--- config.mk ---
export PLATFORM = sky130hd
export DESIGN_NAME = bit_sel_multi
export DESIGN_NICKNAME = d
export VERILOG_FILES = /design/src/rtl/lpn_pkg.sv /design/src/rtl/bit_sel_lane.sv /design/src/rtl/bit_sel_multi.sv
export SDC_FILE = /design/constraint.sdc
export NUM_CORES = 2
export LEC_CHECK = 0
export CAP_MARGIN = 20
export CORE_AREA = 3 3 457 459
export CTS_CLUSTER_DIAMETER = 150
export CTS_CLUSTER_SIZE = 24
export DETAILED_ROUTE_END_ITERATION = 16
export DIE_AREA = 0 0 460 462
export GPL_TIMING_DRIVEN = 0
export SLEW_MARGIN = 30
export SYNTH_ARGS = -nofsm -noshare
export SYNTH_HDL_FRONTEND = slang
export SYNTH_SLANG_ARGS = --single-unit
--- constraint.sdc ---
create_clock -name clk -period 23.3 [get_ports clk]
set_input_delay 4.66 -clock clk [delete_from_list [all_inputs] [get_ports clk]]
set_output_delay 4.66 -clock clk [all_outputs]
set_load 0.01 [all_outputs]
--- src/rtl/lpn_pkg.sv ---
// Shared definitions for the LPN error-vector selection blocks: default widths,
// the selector state encoding and the lane-count legality check.
package lpn_pkg;

   localparam int POOL_W_DEF = 450;
   localparam int OUT_W_DEF  = 256;

   typedef enum logic [1:0] {
      IDLE = 2'd0,
      SCAN = 2'd1,
      DONE = 2'd2
   } sel_state_e;

   function automatic bit lanes_ok(input int lanes);
      return (lanes == 1) || (lanes == 2) || (lanes == 4) || (lanes == 8);
   endfunction

endpackage

--- src/rtl/bit_sel_lane.sv ---
// Combinational chunk selector: takes valid bits MSB-first until the remaining
// budget is used up, packing them MSB-aligned and reporting how many were taken.
module bit_sel_lane #(
   parameter int LANES = 4,
   parameter int CNT_W = 9,
   parameter int K_W   = $clog2(LANES + 1)
) (
   input  logic [LANES-1:0] e_c,
   input  logic [LANES-1:0] idx_c,
   input  logic [CNT_W-1:0] remaining,
   output logic [LANES-1:0] acc_bits,
   output logic [K_W-1:0]   acc_k
);

   logic [LANES-1:0] acc_v;
   logic [K_W-1:0]   cnt_v;
   logic             take_v;
   int               slot_v;

   // Running prefix count over the chunk, highest lane first
   always_comb begin
      acc_v  = '0;
      cnt_v  = '0;
      take_v = 1'b0;
      slot_v = 0;
      for (int i = LANES - 1; i >= 0; i--) begin
         take_v        = idx_c[i] && (CNT_W'(cnt_v) < remaining);
         slot_v        = LANES - 1 - int'(cnt_v);
         acc_v[slot_v] = take_v ? e_c[i] : acc_v[slot_v];
         cnt_v         = cnt_v + K_W'(take_v);
      end
   end

   assign acc_bits = acc_v;
   assign acc_k    = cnt_v;

endmodule

--- src/rtl/bit_sel_multi.sv ---
// Multi-lane LPN error-bit selector: scans the candidate pool MSB-first under a
// validity mask, LANES bits per enabled cycle, compacting up to OUT_W bits.
module bit_sel_multi
   import lpn_pkg::*;
#(
   parameter int POOL_W = POOL_W_DEF,
   parameter int OUT_W  = OUT_W_DEF,
   parameter int LANES  = 4,
   parameter int CNT_W  = $clog2(OUT_W + 1)
) (
   input  logic              clk,
   input  logic              resetn,
   input  logic              en,
   input  logic              start,
   input  logic [CNT_W-1:0]  number_select,
   input  logic [POOL_W-1:0] e_w,
   input  logic [POOL_W-1:0] index_w,
   output logic              busy,
   output logic              done,
   output logic              short,
   output logic [CNT_W-1:0]  sel_count,
   output logic [OUT_W-1:0]  selected_e
);

   localparam int NCHUNK  = (POOL_W + LANES - 1) / LANES;
   localparam int POS_MAX = NCHUNK * LANES;
   localparam int POS_W   = $clog2(POS_MAX + 1);
   localparam int K_W     = $clog2(LANES + 1);

   localparam logic [POS_W-1:0] POS_LIMIT = POS_W'(POS_MAX);
   localparam logic [POS_W-1:0] POS_LAST  = POS_W'(POS_MAX - LANES);
   localparam logic [POS_W-1:0] POS_STEP  = POS_W'(LANES);
   localparam logic [POS_W-1:0] POOL_END  = POS_W'(POOL_W);
   localparam logic [CNT_W-1:0] OUT_MAX   = CNT_W'(OUT_W);

   if (!lanes_ok(LANES)) begin : g_lanes_bad
      $error("bit_sel_multi: LANES must be 1, 2, 4 or 8");
   end

   sel_state_e        state_q, state_d;
   logic [POOL_W-1:0] e_q, e_d;
   logic [POOL_W-1:0] idx_q, idx_d;
   logic [CNT_W-1:0]  target_q, target_d;
   logic [CNT_W-1:0]  cnt_q, cnt_d;
   logic [OUT_W-1:0]  sel_q, sel_d;
   logic [POS_W-1:0]  pos_q, pos_d;
   logic              busy_q, busy_d;
   logic              done_q, done_d;
   logic              short_q, short_d;

   logic [CNT_W-1:0]  remaining_s;
   logic [LANES-1:0]  acc_s;
   logic [K_W-1:0]    k_s;
   logic [CNT_W-1:0]  cnt_n_s;
   logic [POS_W-1:0]  pos_n_s;

   assign remaining_s = target_q - cnt_q;

   bit_sel_lane #(
      .LANES (LANES),
      .CNT_W (CNT_W),
      .K_W   (K_W)
   ) u_lane (
      .e_c       (e_q[POOL_W-1 -: LANES]),
      .idx_c     (idx_q[POOL_W-1 -: LANES]),
      .remaining (remaining_s),
      .acc_bits  (acc_s),
      .acc_k     (k_s)
   );

   // Next-state logic: start wins over a scan step; nothing moves while en is low
   always_comb begin
      state_d  = state_q;
      e_d      = e_q;
      idx_d    = idx_q;
      target_d = target_q;
      cnt_d    = cnt_q;
      sel_d    = sel_q;
      pos_d    = pos_q;
      busy_d   = busy_q;
      done_d   = done_q;
      short_d  = short_q;
      cnt_n_s  = cnt_q + CNT_W'(k_s);
      pos_n_s  = (pos_q >= POS_LAST) ? POS_LIMIT : (pos_q + POS_STEP);

      if (en) begin
         if (start) begin
            state_d  = SCAN;
            e_d      = e_w;
            idx_d    = index_w;
            target_d = (number_select > OUT_MAX) ? OUT_MAX : number_select;
            cnt_d    = '0;
            sel_d    = '0;
            pos_d    = '0;
            busy_d   = 1'b1;
            done_d   = 1'b0;
            short_d  = 1'b0;
         end else if (state_q == SCAN) begin
            // Accepted bits arrive MSB-aligned; right-justify the top k before inserting
            sel_d = (sel_q << k_s) | (OUT_W'(acc_s) >> (K_W'(LANES) - k_s));
            cnt_d = cnt_n_s;
            e_d   = e_q << LANES;
            idx_d = idx_q << LANES;
            pos_d = pos_n_s;
            if (cnt_n_s == target_q) begin
               state_d = DONE;
               busy_d  = 1'b0;
               done_d  = 1'b1;
               short_d = 1'b0;
            end else if (pos_n_s >= POOL_END) begin
               state_d = DONE;
               busy_d  = 1'b0;
               done_d  = 1'b0;
               short_d = 1'b1;
            end else begin
               state_d = SCAN;
            end
         end else begin
            state_d = state_q;
         end
      end else begin
         state_d = state_q;
      end
   end

   // State, pool, counters and registered outputs
   always_ff @(posedge clk or negedge resetn) begin
      if (!resetn) begin
         state_q  <= IDLE;
         e_q      <= '0;
         idx_q    <= '0;
         target_q <= '0;
         cnt_q    <= '0;
         sel_q    <= '0;
         pos_q    <= '0;
         busy_q   <= 1'b0;
         done_q   <= 1'b0;
         short_q  <= 1'b0;
      end else begin
         state_q  <= state_d;
         e_q      <= e_d;
         idx_q    <= idx_d;
         target_q <= target_d;
         cnt_q    <= cnt_d;
         sel_q    <= sel_d;
         pos_q    <= pos_d;
         busy_q   <= busy_d;
         done_q   <= done_d;
         short_q  <= short_d;
      end
   end

   assign busy       = busy_q;
   assign done       = done_q;
   assign short      = short_q;
   assign sel_count  = cnt_q;
   assign selected_e = sel_q;

endmodule

==> run summary <==
- 6 — router iterations before antenna repair
- nand2_1 (1200), dfrtp_1 (1187), o21ai_0 (1171) — most used standard cells in the synthesized netlist
- 483 ps — Worst Hold Margin
- 50100 — Vias
- 7903 — Layout Nets
- 4.56 mW — internal power consumption
- 213000 sq um — Die Outline Area
- 1178 — port buffer count
- 730 ps — source-to-sink clock delay at the later pin of the worst-skew pair
- 5.09% — proportion of layout cells with a drive suffix above 1
- 0 — Antenna Violating Nets Remaining
- complete, no violations — outcome
- 50400 — via count of the first global-routing pass
- 0 — count of maximum capacitance violations
- 43.8% — portion of total power attributed to combinational logic
- 95 — initial antenna violation count
- 28.4% — Layout area overhead
- 1187 — clock net sink count
- 10 — CP bufs+invs
- 39.2 ps — Clock Skew
- 56 — clock buffers created by TritonCTS
- 10.7 sq um — mean post-synth cell area
- 0 — postcts setup bufs
- no — unrepaired setup endpoints after global routing
- clkbuf_1 — slowest stage cell on the critical path
- 0 — synthesis warning total
- 5709 — instance count of the mapped netlist
- 15.1% — portion of total power attributed to the clock network
- 122 — largest net degree at the start of global routing
- 39 — number of cells on the critical path
- 0 — max-slew violation count
- 78200 sq um — finished layout cell area
- 0 — DRC violations left
- 0 — CTS Hold Bufs
- 6650 — Synthesized Nets
- yes — CTS tree
- adder cells — Crit path max-delay family
- 5.16 — via density per instance
- 1181 — ports placed on the boundary
- reg -> reg — Hold Path Class
- 39 — R2R depth
- dfrtp_1 — Yosys top cell by area
- 41.1% — Reg power frac
- 236000 um — sum of routed wire length over all layers
- flop — type of element launching the critical path
- 2 — H-tree depth
- 0 — global-route congestion overflow total
- 32.6 nW — leakage
- 10450 ps — clock period minus final worst setup slack
- reg -> reg — Crit Path Category
- 0 ps — accumulated negative setup slack
- 974 ps — actual transition at the worst max-transition pin
- 11 — crit path max fanout
- 344000 um — wire length of the first global-routing pass
- 0.918 — final estimated routing congestion in global placement
- 70 — post-synthesis cell type count
- flop — critical path capture point type
- 0 — hold violation total from the final report
- 95.7 MHz — highest achievable clock rate
- dfrtp_1 — ys flop type
- 34.9% — Max-slew headroom
- 4228 — initial detailed-routing violation count
- 76500 sq um — Placed Area
- 48.8% — area fraction of the dominant cell type after synthesis
- 462 um — height of the chip
- 188000 um — DP Wirelength
- 110 ps — CTS clk-pin slew, worst paths
- 48.8% — sequential element share of the synthesized area
- 100% — Post-synth ARST share
- 1187 — Seq cells post-synth
- 23930 ps — required arrival time at the worst endpoint
- 0 — number of enable flip-flop cells after synthesis
- 3 — clk buf depth
- 3.08 mW — sw power
- 40.3% — switching part of the total
- 11080 ps — WP data arrival
- 24.3 um — average wire per standard cell
- 205000 sq um — core area
- 0 — count of instances resized after the clock tree is built
- clkbuf_16 — cell chosen for the clock root
- 97.7 nW/um^2 — Pwr Density
- 2 — count of cells along the worst hold path
- 0.0736 mV — VDD IR-drop max
- nand2_1 — most numerous cell in the Yosys netlist
- 166 — Cell Rows
- 44.9% — portion of the clock cycle consumed by the worst path in the final layout
- dfrtp_1 (49%), mux2i_1 (19%), o21ai_0 (9.6%) — leading post-synthesis cells by cell area
- 460 um — Die Wd
- 0 — Setup Viol. Count Final
- 690 ps — highest cell delay on the worst timing path
- 60900 sq um — cell area after synthesis
- 21.4% — all-layer global routing usage
- 29.7% — initial standard-cell utilization of the core
==> final timing paths <==
path	from	to	slack, ps
worst max register to register	target_q[0]	done	12850
min in group asynchronous	resetn	e_q[368]	3840
worst min-delay path	idx_q[411]	idx_q[411]	480
worst min register to register	idx_q[411]	idx_q[411]	480
max in group asynchronous	resetn	e_q[190]	16890
worst max-delay path	target_q[0]	done	12850
==> power groups by stage <==
stage               Clock [mW]  Sequential [mW]  Combinational, mW
global route              1.26             3.22               3.71
finish                    1.15             3.14               3.34
global placement             0             3.20               3.29
detailed placement           0             3.17               3.38
floorplan                    0             3.01               2.41
CTS                       1.19             3.14               3.38
==> through the flow <==
stage	setup slack, ps	instances	total power, mW	util (%)
floorplan	14800	5709	5.43	-
CTS	12960	9656	7.72	38.1
detailed placement	13040	9592	6.55	37.4
global route	12250	9690	8.19	38.1
finish	12850	9714	7.63	38.2
global placement	-38710	9575	6.49	37.1
==> cell type report <==
cell class,instances,area [sq um]
clock buffers,57,1420
clock inverters,7,70.1
inverters,30,113
multi-input cells,4037,29400
fillers,20100,127000
well taps,2688,3360
repair buffers,1195,12300
diodes,58,145
plain buffers,455,1730
flip-flops and latches,1187,29700
==> per-layer routing <==
layer	part of all wire (%)	track usage, %	routed length, um
met1	39	25.7	91700
met2	49	36.5	116000
met3	8.5	6.48	20100
met4	3.4	7.19	8040
met5	0.21	0	492
==> state kept, by name, indices dropped and copies added (netlist names) <==
| name | count |
|---|---|
| e_q | 450 |
| idx_q | 450 |
| selected_e | 256 |
| sel_count | 9 |
| target_q | 9 |
| pos_q | 8 |
| state_q | 2 |
| busy | 1 |
| done | 1 |
| short | 1 |
==> cell families (layout without fill, tap and decap cells) <==
family                     count (synthesis)  count (layout)  synth area share (%)
muxes                                   1389            1389                  27.8
and+or+nand+nor                         1317            1317                  8.50
AOI/OAI and AO/OA                       1279            1279                  11.0
DFF                                     1187            1187                  48.8
buffers and inverters                    485            1744                  2.99
adders and majority gates                 28              28                 0.625
xor gates and xnor gates                  24              24                 0.358
other                                      0              58                     0
==> placed cells by master (no fill, tap or decap), types with 3 or more instances in the layout <==
cell type,count
nand2_1,1200
ha_1,24
mux4_2,239
nor2b_1,6
xnor2_1,10
fa_1,4
inv_6,3
clkbuf_2,12
nand2b_1,3
nor4_1,7
o41ai_1,3
buf_16,18
a211oi_1,7
nand3_1,15
or3_1,4
a22o_1,12
clkbuf_16,56
nand3b_1,10
and2_1,9
nor3_1,8
mux2i_1,1146
o211ai_1,8
inv_1,29
diode_2,58
o21ai_0,1171
buf_1,46
mux2_2,3
a21oi_1,32
o21ai_1,4
clkdlybuf4s50_1,1177
dfrtp_1,1187
o31a_1,3
clkbuf_1,393
and3_1,7
o22ai_1,3
buf_2,4
nor2_1,35
o21a_1,4
xor2_1,13
a31oi_1,5
==> worst min-delay path, delay by kind of cell (launching register included) <==
family / cells / cell delay [ps]
and+or+nand+nor: 1 / 40
AOI/OAI and AO/OA: 1 / 60
DFF: 1 / 350
No activity file was read; power rests on OpenSTA's default activity.
